**src/rtl/seq_detect_moore_param.sv**
```systemverilog
// Parametrised Moore serial sequence detector: MSB-first pattern match with KMP
// failure transitions, optional overlap, sample enable and a saturating match counter.
module seq_detect_moore_param #(
   parameter int                 PAT_LEN = 4,
   parameter logic [PAT_LEN-1:0] PATTERN = 4'b1011,
   parameter bit                 OVERLAP = 1'b1,
   parameter int                 CNT_W   = 8,
   parameter int                 SW      = $clog2(PAT_LEN + 1)
) (
   input  logic             clk,
   input  logic             rst,
   input  logic             inp,
   input  logic             en,
   input  logic             cnt_clr,
   output logic             outp,
   output logic [SW-1:0]    state,
   output logic [CNT_W-1:0] match_cnt
);

   if (PAT_LEN < 2 || PAT_LEN > 16) begin : g_bad_len
      $error("seq_detect_moore_param: PAT_LEN must lie in 2..16");
   end
   if (CNT_W < 1) begin : g_bad_cnt
      $error("seq_detect_moore_param: CNT_W must be at least 1");
   end
   if (SW != $clog2(PAT_LEN + 1)) begin : g_bad_sw
      $error("seq_detect_moore_param: SW is derived and must not be overridden");
   end

   typedef enum logic [SW-1:0] {
      S_IDLE  = SW'(0),
      S_MATCH = SW'(PAT_LEN)
   } state_t;

   // Pattern bit by arrival order: position 0 is the first bit received.
   function automatic logic pat_bit(input int pos);
      logic [PAT_LEN-1:0] sh;
      sh = PATTERN >> (PAT_LEN - 1 - pos);
      return sh[0];
   endfunction

   // Longest j <= k+1 such that the last j bits of (prefix_k, b) equal prefix_j.
   function automatic int kmp_next(input int k, input logic b);
      int   best;
      int   idx;
      logic ok;
      logic sb;
      best = 0;
      for (int j = 1; j <= PAT_LEN; j++) begin
         ok = (j <= k + 1);
         for (int m = 0; m < PAT_LEN; m++) begin
            if (ok && m < j) begin
               idx = k + 1 - j + m;
               sb  = (idx == k) ? b : pat_bit(idx);
               if (sb != pat_bit(m)) ok = 1'b0;
            end
         end
         if (ok) best = j;
      end
      return best;
   endfunction

   // Longest proper prefix of the pattern that is also a suffix.
   function automatic int border_len();
      int   f;
      logic ok;
      f = 0;
      for (int j = 1; j < PAT_LEN; j++) begin
         ok = 1'b1;
         for (int m = 0; m < PAT_LEN; m++) begin
            if (m < j && pat_bit(m) != pat_bit(PAT_LEN - j + m)) ok = 1'b0;
         end
         if (ok) f = j;
      end
      return f;
   endfunction

   localparam int RESTART = OVERLAP ? border_len() : 0;

   logic [PAT_LEN-1:0][SW-1:0] nxt0_s;
   logic [PAT_LEN-1:0][SW-1:0] nxt1_s;

   for (genvar k = 0; k < PAT_LEN; k++) begin : g_tbl
      localparam int N0 = kmp_next(k, 1'b0);
      localparam int N1 = kmp_next(k, 1'b1);
      assign nxt0_s[k] = SW'(N0);
      assign nxt1_s[k] = SW'(N1);
   end

   state_t           state_r;
   logic             outp_r;
   logic [CNT_W-1:0] cnt_r;
   logic [SW-1:0]    eff_s;
   logic [SW-1:0]    next_s;
   logic             hit_s;
   logic [CNT_W-1:0] cnt_base_s;
   logic [CNT_W-1:0] cnt_next_s;

   // Next-state lookup from the effective state, plus clear-then-count counter update.
   always_comb begin
      eff_s      = state_r;
      next_s     = state_r;
      hit_s      = 1'b0;
      cnt_base_s = cnt_r;
      cnt_next_s = cnt_r;
      if (state_r == S_MATCH) begin
         eff_s = SW'(RESTART);
      end else begin
         eff_s = state_r;
      end
      if (en) begin
         next_s = {SW{1'b0}};
         for (int k = 0; k < PAT_LEN; k++) begin
            next_s = (eff_s == SW'(k)) ? (inp ? nxt1_s[k] : nxt0_s[k]) : next_s;
         end
      end else begin
         next_s = state_r;
      end
      hit_s      = en && (next_s == S_MATCH);
      cnt_base_s = cnt_clr ? {CNT_W{1'b0}} : cnt_r;
      if (hit_s && (cnt_base_s != {CNT_W{1'b1}})) begin
         cnt_next_s = cnt_base_s + CNT_W'(1);
      end else begin
         cnt_next_s = cnt_base_s;
      end
   end

   // State, detect flag and counter registers; detect flag mirrors state == PAT_LEN.
   always_ff @(posedge clk or posedge rst) begin
      if (rst) begin
         state_r <= S_IDLE;
         outp_r  <= 1'b0;
         cnt_r   <= {CNT_W{1'b0}};
      end else begin
         state_r <= state_t'(next_s);
         outp_r  <= (next_s == S_MATCH);
         cnt_r   <= cnt_next_s;
      end
   end

   assign outp      = outp_r;
   assign state     = state_r;
   assign match_cnt = cnt_r;

endmodule

```
**config.mk**
```make
export PLATFORM = sky130hd
export DESIGN_NAME = seq_detect_moore_param
export DESIGN_NICKNAME = d
export VERILOG_FILES = /design/src/rtl/seq_detect_moore_param.sv
export SDC_FILE = /design/constraint.sdc
export NUM_CORES = 1
export LEC_CHECK = 0
export CORE_UTILIZATION = 49
export DETAILED_ROUTE_END_ITERATION = 6
export PLACE_DENSITY = 0.8
export SLEW_MARGIN = 20
export SYNTH_ARGS = -nofsm -noshare
export SYNTH_HDL_FRONTEND = slang
export SYNTH_SLANG_ARGS = --single-unit
```
**constraint.sdc**
```tcl
create_clock -name clk -period 3.3 [get_ports clk]
set_clock_uncertainty 0.15 [all_clocks]
set_input_delay 0.495 -clock clk [delete_from_list [all_inputs] [get_ports clk]]
set_output_delay 0.495 -clock clk [all_outputs]
set_load 0.005 [all_outputs]
```
# == Yosys cells after proc, flatten, opt, wreduce, memory -nomap -nowiden ==
# Cells that the tools add are included.
# totals
register_bits,12
latchBits,0
ramBits,0
rom_bits,0
input_bits,5
out_inout_bits,12
elab_cells,25
memories,0
# classes
n_addsub,1
multipliers,0
n_div,0
order_cmp,0
n_eq_ne,6
shifts,0
mux,12
bitwise,0
reduce_logical,3
# ops
operator,count
two-way mux 8 bit,2
two-way mux 3 bit,4
adder 8 x 1 -> 8 bit (second input constant),1
two-way mux 2 bit,4
!= test 8 bit (second input constant),1
equality test 3 x 2 -> 1 bit (second input constant),2
equality test 3 bit (second input constant),2
equality test 3 x 1 -> 1 bit (second input constant),1
logical NOT 3 bit,1
logical AND 1 bit,2
two-way mux 1 bit,2

# == Depth between registers and ports, before layout ==
# logic_depth
depth_word,12
mapped_depth,6
depth_no_buf,6

# == Worst setup path after synthesis ==
# OpenSTA, ideal clock, no wires.
# synth_timing
kind,input to register
from,input port cnt_clr
to,register cnt_r[1] (netlist: match_cnt[1])
setup_time_ns,0.125
arrival_ns,1.706
t_required_ns,3.025
path_slack_ns,1.319
path_stages,6
n_path_buf,0
cell_sequence,and2b_1 > ha_1 > and3_1 > and4_4 > nor2_1 > mux2_2
# synth_between
elab_chain_cells,4
elab_cells_between_ends,5
cone_classes,add/sub (1); eq/ne (1); mux (2); reduce/logical (1)
# synth_lines
element,line_no,source
from (decl),14,"input logic cnt_clr,"
two-way mux 8 bit *,120,cnt_base_s = cnt_clr ? {CNT_W{1'b0}} : cnt_r;
"parallel branches: the longest is 2 deep, another holds adder 8 x 1 -> 8 bit",--,
two-way mux 8 bit *,121,if (hit_s && (cnt_base_s != {CNT_W{1'b1}})) begin
net cnt_next_s[1],97,logic [CNT_W-1:0] cnt_next_s;
to (signal assigned),133,cnt_r <= {CNT_W{1'b0}};
to (signal assigned),137,cnt_r <= cnt_next_s;
to (decl),92,logic [CNT_W-1:0] cnt_r;
# Mark *: on every way through the listed nets, which the timed path passes.

# == Worst setup path in the final report ==
# Ends and elaborated chain as after synthesis.

==> reports/summary.txt <==
Outcome - complete, no violations
Count of antenna diodes in the layout - 0
P&R area growth vs syn - 29.8%
Hold buffers post-CTS - 0
Core utilization of the finished layout - 0.726
Post-CTS setup repair buffer count - 0
Clock tree from TritonCTS - done
Total clock buffers created by CTS - 3
Post-Synth Simple-Gate Area - 0.332
Leakage dissipation - 0.382 nW
Pre-Repair DR Iteration Count - 3
Width of the chip - 38.6 microns
PnR worst setup slack - 864 ps
Initial antenna violation count - 0
Relative contribution of combinational cells to total power - 0.215
Final hold vios - 0
Number of enable-type register cells in the synthesized netlist - 0
Number of buffers added on ports - 16
Root buf cell - sky130_fd_sc_hd__clkbuf_4
Largest fanout of any net on the critical path - 9
Portion of the post-synthesis area used by sequential elements - 0.458
Pin count of the biggest net entering global routing - 13
Total core area - 1170 sq um
Most common flop cell mapped by yosys - sky130_fd_sc_hd__dfrtp_1
MaxCap Viol Count - 0
Remaining routing DRC violations - 0
Post-route clock period utilization - 0.738
Fraction of final layout cells sized beyond drive strength 1 - 0.0698
Buffer levels on the longest clock path - 2
Ranking of synthesized cells by area - sky130_fd_sc_hd__dfrtp_1 (46%), sky130_fd_sc_hd__nand2b_1 (4.8%), sky130_fd_sc_hd__and3_1 (3.8%), sky130_fd_sc_hd__o21ai_0 (3.1%), sky130_fd_sc_hd__nand4_1 (2.9%)
Proportion of netlist area held by the largest area contributor - 0.458
Setup slack after placement - 557 ps
Count of unique library cells instantiated by Yosys - 30
Global placer's final weighted congestion - 0.758
Multi-input gate area in the final layout - 343 sq um
Number of global-route vias before repair - 482
Dominant combinational cell family by area after synthesis - simple AND/OR/NAND/NOR gates
HPWL after detailed placement - 950 microns
Seq pwr share - 0.518
Die outline area - 1490 sq um
Vias after detailed routing - 564
Final-report max-slew violation count - 0
Aggregate negative setup slack - 0 ps
Timing-limited maximum frequency - 0.410 GHz
Final antenna-violating net count - 0
Power per cell area - 408 nW/um^2
Starting density of the core - 0.560
Most used standard cells in the synthesized netlist - sky130_fd_sc_hd__dfrtp_1 (12), sky130_fd_sc_hd__nand2b_1 (5)
RSZ-0062 raised after global routing - no
Post-synthesis share of cell area spent on full adders, half adders and majority gates - 0.0191
Least-Margin Pin Slew - 467 ps
Dominant cell type by area after synthesis - sky130_fd_sc_hd__dfrtp_1
Num rows - 12
Setup Viol. Count Final - 0
Overall global routing resource usage - 0.212
Net switching power - 0.0999 mW
Post-CTS clock slew at the launch and capture registers of the worst setup and hold paths - 80 ps
Post-synthesis average cell area - 9.64 sq um
Clock sinks - 12
Number of H-tree branching levels - 1
CP endpoint kind - register
Detailed Route Iter0 Violations - 4
Data arrival time of the worst path - 2450 ps
Sequential cell area - 300 sq um
Hold Path Class - in -> async
Synthesized netlist net count - 74
Total chip power - 0.347 mW
Fraction of the mapped netlist area in compound gates - 0.0992
Required time at the worst-slack endpoint - 3320 ps
Switching fraction of total power - 0.288
Post-DR vias/cell - 5.64
Max IR drop VDD - 0.327 mV
Filler instances - 91
FFs w/ async S/R, synth - 1.00
Clock power share - 0.267
Total internal power - 0.247 mW
Gr ovfl total - 0
Io pins - 17
FF+latch count, synth - 12
Detail-routed net length per standard cell - 12.6 microns
Relative slew margins - 0.688
Worst Path Class, Setup - in -> reg
Number of instances in the synthesized netlist - 68
Detailed Route WL - 1.26 mm
Vertical extent of the die - 38.6 microns
XOR/XNOR share of the synthesized area - 0.0401
Post-synth design cell area - 656 sq um
Clock insertion delay at the later pin of the skew report - 280 ps
Final worst path period need - 2440 ps
Multiplexer share of the synthesized area - 0.0324
Post-cts sizing count - 0
Number of warnings reported in the yosys synthesis log - 0
Kind of start point of the critical path - primary input
# nets final - 94
Wire length of the first global-routing pass - 2.06 mm
Most instantiated library cell after synthesis - sky130_fd_sc_hd__dfrtp_1
cell type report:
type,count,share of cell area
multi-input cells,53,0.403
flip-flops and latches,12,0.353
clock buffers,3,0.0265
inverters,2,0.00882
repair buffers,16,0.188
well taps,14,0.0206
cells in the final DEF (no fill, tap or decap), types with 3 or more instances in the layout:
| cell type | synthesis | routed |
|---|---|---|
| sky130_fd_sc_hd__a21oi_1 | 3 | 3 |
| sky130_fd_sc_hd__nand2_1 | 4 | 4 |
| sky130_fd_sc_hd__nand3_1 | 3 | 3 |
| sky130_fd_sc_hd__dfrtp_1 | 12 | 12 |
| sky130_fd_sc_hd__nand2b_1 | 5 | 5 |
| sky130_fd_sc_hd__clkdlybuf4s50_1 | 0 | 16 |
| sky130_fd_sc_hd__nand4_1 | 3 | 3 |
| sky130_fd_sc_hd__nor2_1 | 4 | 4 |
| sky130_fd_sc_hd__clkbuf_4 | 0 | 3 |
| sky130_fd_sc_hd__and3_1 | 4 | 4 |
| sky130_fd_sc_hd__o21ai_0 | 4 | 4 |
worst paths after layout:
kind                       depth (start not counted)  slack, ps           end         start
hold reg to reg                                    2        430  match_cnt[4]  match_cnt[4]
setup / recovery                                   7        860  match_cnt[1]       cnt_clr
hold / removal                                     2        370  match_cnt[0]           rst
setup reg to reg                                   6       1340  match_cnt[1]  match_cnt[0]
min in group clk                                   2        430  match_cnt[4]  match_cnt[4]
max in group asynchronous                          2       2310      state[1]           rst
per-layer routing:
layer | track usage | vias up | share of wire
met5 | 0 | - | 0
met4 | 0.129 | 0 | 0.021
li1 | - | 287 | -
met3 | 0.0520 | 3 | 0.040
met1 | 0.295 | 262 | 0.50
met2 | 0.292 | 12 | 0.44
sequential cells by signal, summed over array words and instances (netlist names):
name       cells
match_cnt      8
state          3
outp           1
logic make-up after synthesis:
| logic type | Yosys count |
|---|---|
| compound gates | 11 |
| xor+xnor | 3 |
| fa+ha+maj | 1 |
| buf+inv | 3 |
| flops | 12 |
| mux | 2 |
| simple gates | 36 |
power groups by stage:
stage | Combinational, mW | Clock (mW) | Sequential, mW
global route | 0.0833 | 0.102 | 0.183
floorplan | 0.0353 | 0 | 0.181
global placement | 0.0747 | 0 | 0.184
finish | 0.0745 | 0.0928 | 0.180
CTS | 0.0755 | 0.0934 | 0.180
detailed placement | 0.0751 | 0 | 0.183
stage by stage:
| stage | instances | cell area [sq um] | hold slack [ps] |
|---|---|---|---|
| 3_5_place_dp | 97 | 828 | 415 |
| 3_3_place_gp | 97 | 828 | 419 |
| 5_1_grt | 100 | 851 | 437 |
| 6_report | 100 | 851 | 369 |
| 2_1_floorplan | 68 | 656 | 210 |
| 4_1_cts | 100 | 851 | 385 |
worst max-delay path, stage by stage:
cell and delay, ps:
sky130_fd_sc_hd__clkdlybuf4s50_1 610, sky130_fd_sc_hd__and2b_1 240, sky130_fd_sc_hd__ha_1 210, sky130_fd_sc_hd__and3_1 180, sky130_fd_sc_hd__and4_4 190, sky130_fd_sc_hd__nor2_1 170, sky130_fd_sc_hd__mux2_2 350
Power figures use the tool's default switching activity.
